File: src/rtl/pc_sequencer.sv
// pc_sequencer: MIPS instruction-fetch sequencer with branch-delay-slot redirects and halt.
// Define PCSEQ_ALIGN_CHECK_EN to add the FAULT state for misaligned redirect targets.
module pc_sequencer #(
    parameter logic [31:0] RESET_VECTOR = 32'hBFC00000,
    parameter logic [31:0] HALT_ADDR    = 32'h00000000
) (
    input  logic        clk,
    input  logic        reset,
    output logic [31:0] instr_address,
    output logic        instr_read,
    input  logic        instr_waitrequest,
    input  logic [31:0] instr_readdata,
    output logic [31:0] pc,
    output logic [31:0] instr,
    output logic        instr_valid,
    input  logic        exec_done,
    input  logic        redirect_valid,
    input  logic [31:0] redirect_target,
    output logic        active,
    output logic        addr_fault
);

`ifdef PCSEQ_ALIGN_CHECK_EN
    typedef enum logic [2:0] {S_IDLE, S_FETCH, S_EXEC, S_HALTED, S_FAULT} state_t;
`else
    typedef enum logic [1:0] {S_IDLE, S_FETCH, S_EXEC, S_HALTED} state_t;
`endif

    state_t      state;
    logic [31:0] pend_target;
    logic        delay_pend;
    logic [31:0] next_pc;
    logic [31:0] capture_target;
    logic        capture;

    assign instr_address = pc;

    always_comb begin
        next_pc = delay_pend ? pend_target : pc + 32'd4;
        // A redirect seen inside a delay slot is dropped; the pending target wins.
        capture = redirect_valid && !delay_pend;
`ifdef PCSEQ_ALIGN_CHECK_EN
        capture_target = redirect_target;
`else
        capture_target = redirect_target & 32'hFFFF_FFFC;
`endif
    end

`ifndef PCSEQ_ALIGN_CHECK_EN
    assign addr_fault = 1'b0;
`endif

    // NOTE: sequential state uses non-blocking assignments so every register
    // samples the pre-edge values of its neighbours.
    always_ff @(posedge clk or posedge reset) begin
        if (reset) begin
            state       <= S_IDLE;
            pc          <= RESET_VECTOR;
            pend_target <= 32'h0;
            delay_pend  <= 1'b0;
            instr       <= 32'h0;
            instr_read  <= 1'b0;
            instr_valid <= 1'b0;
            active      <= 1'b1;
`ifdef PCSEQ_ALIGN_CHECK_EN
            addr_fault  <= 1'b0;
`endif
        end else begin
            case (state)
                S_IDLE: begin
                    state      <= S_FETCH;
                    instr_read <= 1'b1;
                end
                S_FETCH: begin
                    if (!instr_waitrequest) begin
                        instr       <= instr_readdata;
                        instr_read  <= 1'b0;
                        instr_valid <= 1'b1;
                        state       <= S_EXEC;
                    end
                end
                S_EXEC: begin
                    if (exec_done) begin
                        instr_valid <= 1'b0;
`ifdef PCSEQ_ALIGN_CHECK_EN
                        if (capture && capture_target[1:0] != 2'b00) begin
                            state      <= S_FAULT;
                            active     <= 1'b0;
                            addr_fault <= 1'b1;
                        end else
`endif
                        begin
                            delay_pend <= capture;
                            if (capture)
                                pend_target <= capture_target;
                            pc <= next_pc;
                            if (next_pc == HALT_ADDR) begin
                                state  <= S_HALTED;
                                active <= 1'b0;
                            end else begin
                                state      <= S_FETCH;
                                instr_read <= 1'b1;
                            end
                        end
                    end
                end
                default: begin
                    // HALTED and FAULT hold until reset.
                end
            endcase
        end
    end

endmodule

File: config.mk
export PLATFORM = sky130hd
export DESIGN_NAME = pc_sequencer
export DESIGN_NICKNAME = d
export VERILOG_FILES = /design/src/rtl/pc_sequencer.sv
export SDC_FILE = /design/constraint.sdc
export NUM_CORES = 1
export LEC_CHECK = 0
export CAP_MARGIN = 10
export CORE_AREA = 2 2 99 101
export CTS_CLUSTER_SIZE = 16
export DETAILED_ROUTE_END_ITERATION = 8
export DIE_AREA = 0 0 101 103
export DONT_BUFFER_PORTS = 1
export GPL_TIMING_DRIVEN = 0
export PLACE_DENSITY = 0.71
export SYNTH_ARGS = -nofsm -noshare
export SYNTH_HDL_FRONTEND = slang
export SYNTH_SLANG_ARGS = --single-unit
File: constraint.sdc
create_clock -name clk -period 2.67 [get_ports clk]
set_input_delay 0.267 -clock clk [delete_from_list [all_inputs] [get_ports clk]]
set_output_delay 0.267 -clock clk [all_outputs]
set_load 0.05 [all_outputs]
Word level (Yosys, flattened, before mapping)
Index checks and enable logic that the tools add are counted.

Mux-type cells: 12. Add/subtract/negate cells: 1. Reduce and logical (&&, ||, !) cells: 13. Bitwise logic cells: 1. Eq/ne operators: 5.

Operators with widths (number): $add A32 B3 Y32 const B (1); $logic_not A32 Y1 (1); $mux W32 (1); $reduce_and A3 Y1 (4); $mux W2 (3); $ne A2 B2 Y1 const B (3); $pmux W2 S3 (1); $mux W1 (5); $reduce_and A2 Y1 (2); $reduce_and A4 Y1 (1); $pmux W1 S3 (1); $reduce_bool A3 Y1 (1); $eq A2 B1 Y1 const B (1); $eq A2 B2 Y1 const B (1); $logic_not A2 Y1 (1); $pmux W1 S2 (1); $reduce_bool A2 Y1 (1); $logic_and A1 B1 Y1 (1); $logic_not A1 Y1 (1); $not A1 Y1 (1).

Register bits: 100. Output and inout bits: 100.

Depth between registers and ports, before layout
Depth in word-level cells: 6. Depth in mapped cells: 11. Mapped depth without buffers: 9.

Worst setup path after synthesis
OpenSTA, ideal clock, no wires.

Path type: reg-to-reg. From: register pc[2], in the netlist instr_address[2]. To: register instr_read. Data required time: 2.549 ns. Data arrival time: 3.191 ns. Buffers on the path: 1. Stages on the path, launching flop included: 11. Setup slack: -0.642 ns. Cell sequence: dfrtp_1 ha_1 nand4_2 or4_4 buf_6 nor3_1 xor2_1 a2111oi_0 o211ai_1 or2_1 a22o_1.

Word-level cells in the longest chain between the ends: 5.

RTL lines: from (decl) (line 13) `output logic [31:0] pc,`; from (signal assigned) (line 96) `pc <= next_pc;`; $add A32 B3 Y32 (line 39) `next_pc = delay_pend ? pend_target : pc + 32'd4;`; $mux W32 (line 39); $logic_not A32 Y1 (line 97) `if (next_pc == HALT_ADDR) begin`; $ne A2 B2 Y1 (no source line); $reduce_and A4 Y1 (no source line); to (signal assigned) (line 62) `instr_read <= 1'b0;`; to (signal assigned) (line 72) `instr_read <= 1'b1;`; to (signal assigned) (line 102) `instr_read <= 1'b1;`; to (decl) (line 10) `output logic instr_read,`.

No other way between the ends. A chain may end at the register's enable or synchronous reset.

Worst setup path in the final report
From: register pc[10], in the netlist instr_address[10]. To: register instr_read.

Same word-level chain as after synthesis.

==> impl_metrics.json <==
{
  "p_total_w": 0.00251,
  "finalCoreUtilization_pct": 63.2,
  "grt_use_met3_pct": 8.68,
  "diodes": 0,
  "cts_sinks": 100,
  "fmax_ghz": 0.337,
  "die_h_um": 103,
  "tightestPinTransition_ps": 674,
  "drtIter0Drc": 309,
  "clkPwrFrac_pct": 38.0,
  "layout.nets": 602,
  "drive_gt1_share_pct": 36.3,
  "avgSynthCellArea_sq_um": 10.6,
  "rsz0062_at_grt": "yes",
  "hold_viol_final": 0,
  "area_growth_pct": 13.1,
  "seq_power_share_pct": 60.3,
  "synth-seq-area-share_pct": 47.6,
  "outcome": "complete, but fails checks",
  "grt_pass1_wl_um": 21200,
  "critPathMaxStageDelay_ps": 560,
  "root_buffer": "clkbuf_8",
  "ys_types": 60,
  "p_per_area_nw_per_um2": 420,
  "cp.required_ps": 2980,
  "fillCellCount": 801,
  "gr-max-usage-layer": "met2",
  "ys.flop_type": "dfrtp_1",
  "maxSlewHeadroom_pct": 55.0,
  "wire_per_inst_um": 21.4,
  "dp_hpwl_um": 10000,
  "start_kind": "flop",
  "internal-power_w": 0.00190,
  "met2_usage_pct": 41.9,
  "cts_tree": "done",
  "yosys_warnings": 0,
  "period_share_pct": 111,
  "post-place-ws_ps": -517,
  "clock_latency_ps": 370,
  "finalWirelength_um": 13900,
  "async_flop_share_pct": 100,
  "final_cell_mix": "dfrtp_1 (71), mux2_2 (67), buf_4 (49), nand2_1 (36), o21ai_0 (29)",
  "globalplace.congestion": 0.962,
  "startpoint": "instr_address[10]",
  "synth_nets": 574,
  "setup_viol": 3,
  "io_buffer_count": 0,
  "via_per_inst": 6.41,
  "die_w_um": 101,
  "numCtsBuffers": 9,
  "worstPathArrival_ps": 3270,
  "critPathBufInv": 2,
  "cap_viol_max_count": 0,
  "p_sw_w": 0.000605,
  "final_common_cell": "dfrtp_1",
  "rows": 36,
  "cp-end-kind": "flop",
  "reg2reg_from": "instr_address[10]",
  "h-tree-depth": 3,
  "hp-start": "redirect_target[15]",
  "cp_slowest_cell": "dfrtp_2",
  "core-area_sq_um": 9460,
  "violations": "setup timing",
  "grt_overflow": 0,
  "path_clk_slew_ps": 120,
  "period_needed_ps": 2970,
  "synth_edf_count": 0,
  "cp_cell_sequence": "buf_6 -> nand4_1 -> buf_4 -> or4_4 -> or4_1 -> a31oi_1 -> nor4_2 -> o211ai_1 -> or2_1 -> a22o_1",
  "hold_depth": 1,
  "clockBufferDepth": 2,
  "ir_worst_vdd_uv": 287,
  "drc_errors": 0,
  "boundaryPins": 169,
  "path_depth": 10,
  "finalWorstSetupSlack_ps": -297,
  "grt_max_degree": 39,
  "start_util_pct": 55.9,
  "final_cells": 648,
  "dieArea_sq_um": 10400,
  "postSynthRegisterBits": 100,
  "setup.worst_path.class": "reg -> reg",
  "antenna_found_initial": 1,
  "total_leakage_power_nw": 2.67,
  "netlist_area_sq_um": 5290,
  "grt_usage_pct": 26.8,
  "slew_violations": 0,
  "path_delay_family": "simple AND/OR/NAND/NOR gates",
  "clock-skew-final_ps": 19.4,
  "sw_frac_of_total_pct": 24.1,
  "reg2regPathDepth": 10,
  "crit_fanout": 4,
  "via_count": 4152,
  "holdCritPathClass": "in -> reg",
  "syn_inst": 501,
  "met1_usage_pct": 35.2,
  "firstDrtPassIters": 5,
  "grt_pass1_vias": 3995,
  "pwr-share-comb_pct": 1.7,
  "place_inst": 617,
  "drtAntennaViolNets": 0
}
stage by stage:
stage	area (sq um)	setup TNS [ps]	hold slack, ps
after floorplan	5380	-111	417
after global placement	5520	-1170	418
after detailed placement	5560	-1260	271
after CTS	5890	-621	30.0
after global routing	5980	-987	17.7
final	5980	-694	37.8
cell usage after synthesis, types with 8 or more instances:
library cell	instances	area, sq um
o21ai_0	29	145
a21oi_1	14	70.1
a22oi_1	8	60.1
buf_4	33	248
dfrtp_1	90	2250
nor4_1	10	62.6
buf_1	8	30.0
clkbuf_1	18	67.6
o22ai_1	9	56.3
nand3_1	19	95.1
nand2_1	37	139
dfstp_2	10	263
nor3_1	11	55.1
nand4_1	9	56.3
xnor2_1	8	70.1
mux2_2	67	754
nor2_1	21	78.8
sequential cells by signal, indices dropped and copies added (netlist names):
name	cells
pend_target	30
instr_valid	1
instr_read	1
instr	32
state	2
active	1
delay_pend	1
instr_address	32
timing repair:
| item | in CTS | in global routing |
|---|---|---|
| pin swaps | 7 | 7 |
| endpoints found under the setup margin | 3 | 3 |
| setup buffers | 10 | 5 |
| gates cloned | 0 | 1 |
| hold buffers | 1 | 0 |
| resized for setup | 18 | 20 |
| hold endpoints to repair | 24 | 0 |
power groups by stage:
| stage | registers [W] | logic [W] | clock network [W] |
|---|---|---|---|
| after floorplan | 0.00154 | 0.0000285 | 0 |
| after global placement | 0.00154 | 0.0000356 | 0 |
| after detailed placement | 0.00154 | 0.0000440 | 0 |
| after CTS | 0.00151 | 0.0000454 | 0.000974 |
| after global routing | 0.00151 | 0.0000500 | 0.00104 |
| final | 0.00151 | 0.0000430 | 0.000953 |
final timing paths:
path                                     end  slack, ps
max                               instr_read       -300
min                          pend_target[15]         40
max reg2reg                       instr_read       -300
min reg2reg                  pend_target[31]        520
max in group asynchronous  instr_address[29]       1530
min in group asynchronous    pend_target[15]        460
per-layer routing:
layer | share of wire [%] | up-vias
li1 | - | 1855
met1 | 39 | 1996
met2 | 47 | 255
met3 | 11 | 44
met4 | 3.1 | 2
met5 | 0.094 | -
cells by family (layout without fill, tap and decap cells):
group	count (synthesis)	after routing	share of synthesized area, %
buf+inv	71	103	7.64
mux	72	72	15.2
flops	100	100	47.6
simple gates	142	143	14.2
fa+ha+maj	4	4	0.947
xor+xnor	13	13	2.15
compound gates	98	98	12.2
other cells	1	1	0.0709
area by class of cell:
cell class / instances / area, sq um / share of cell area, %
timing repair buffer: 18 / 159 / 2.66
tap: 114 / 143 / 2.39
clock inverter: 6 / 55.1 / 0.921
clock buffer: 10 / 138 / 2.30
multi-input combinational: 331 / 2480 / 41.5
inverter: 6 / 26.3 / 0.440
sequential: 100 / 2560 / 42.8
buffer: 63 / 423 / 7.07
worst register-to-register path: cells and delay by family (launching register included):
family          cells  cell delay [ps]
compound gates      3              620
buf+inv             2              330
flops               1              560
simple gates        5             1390
Note: power is estimated with default switching activity, not from simulation.
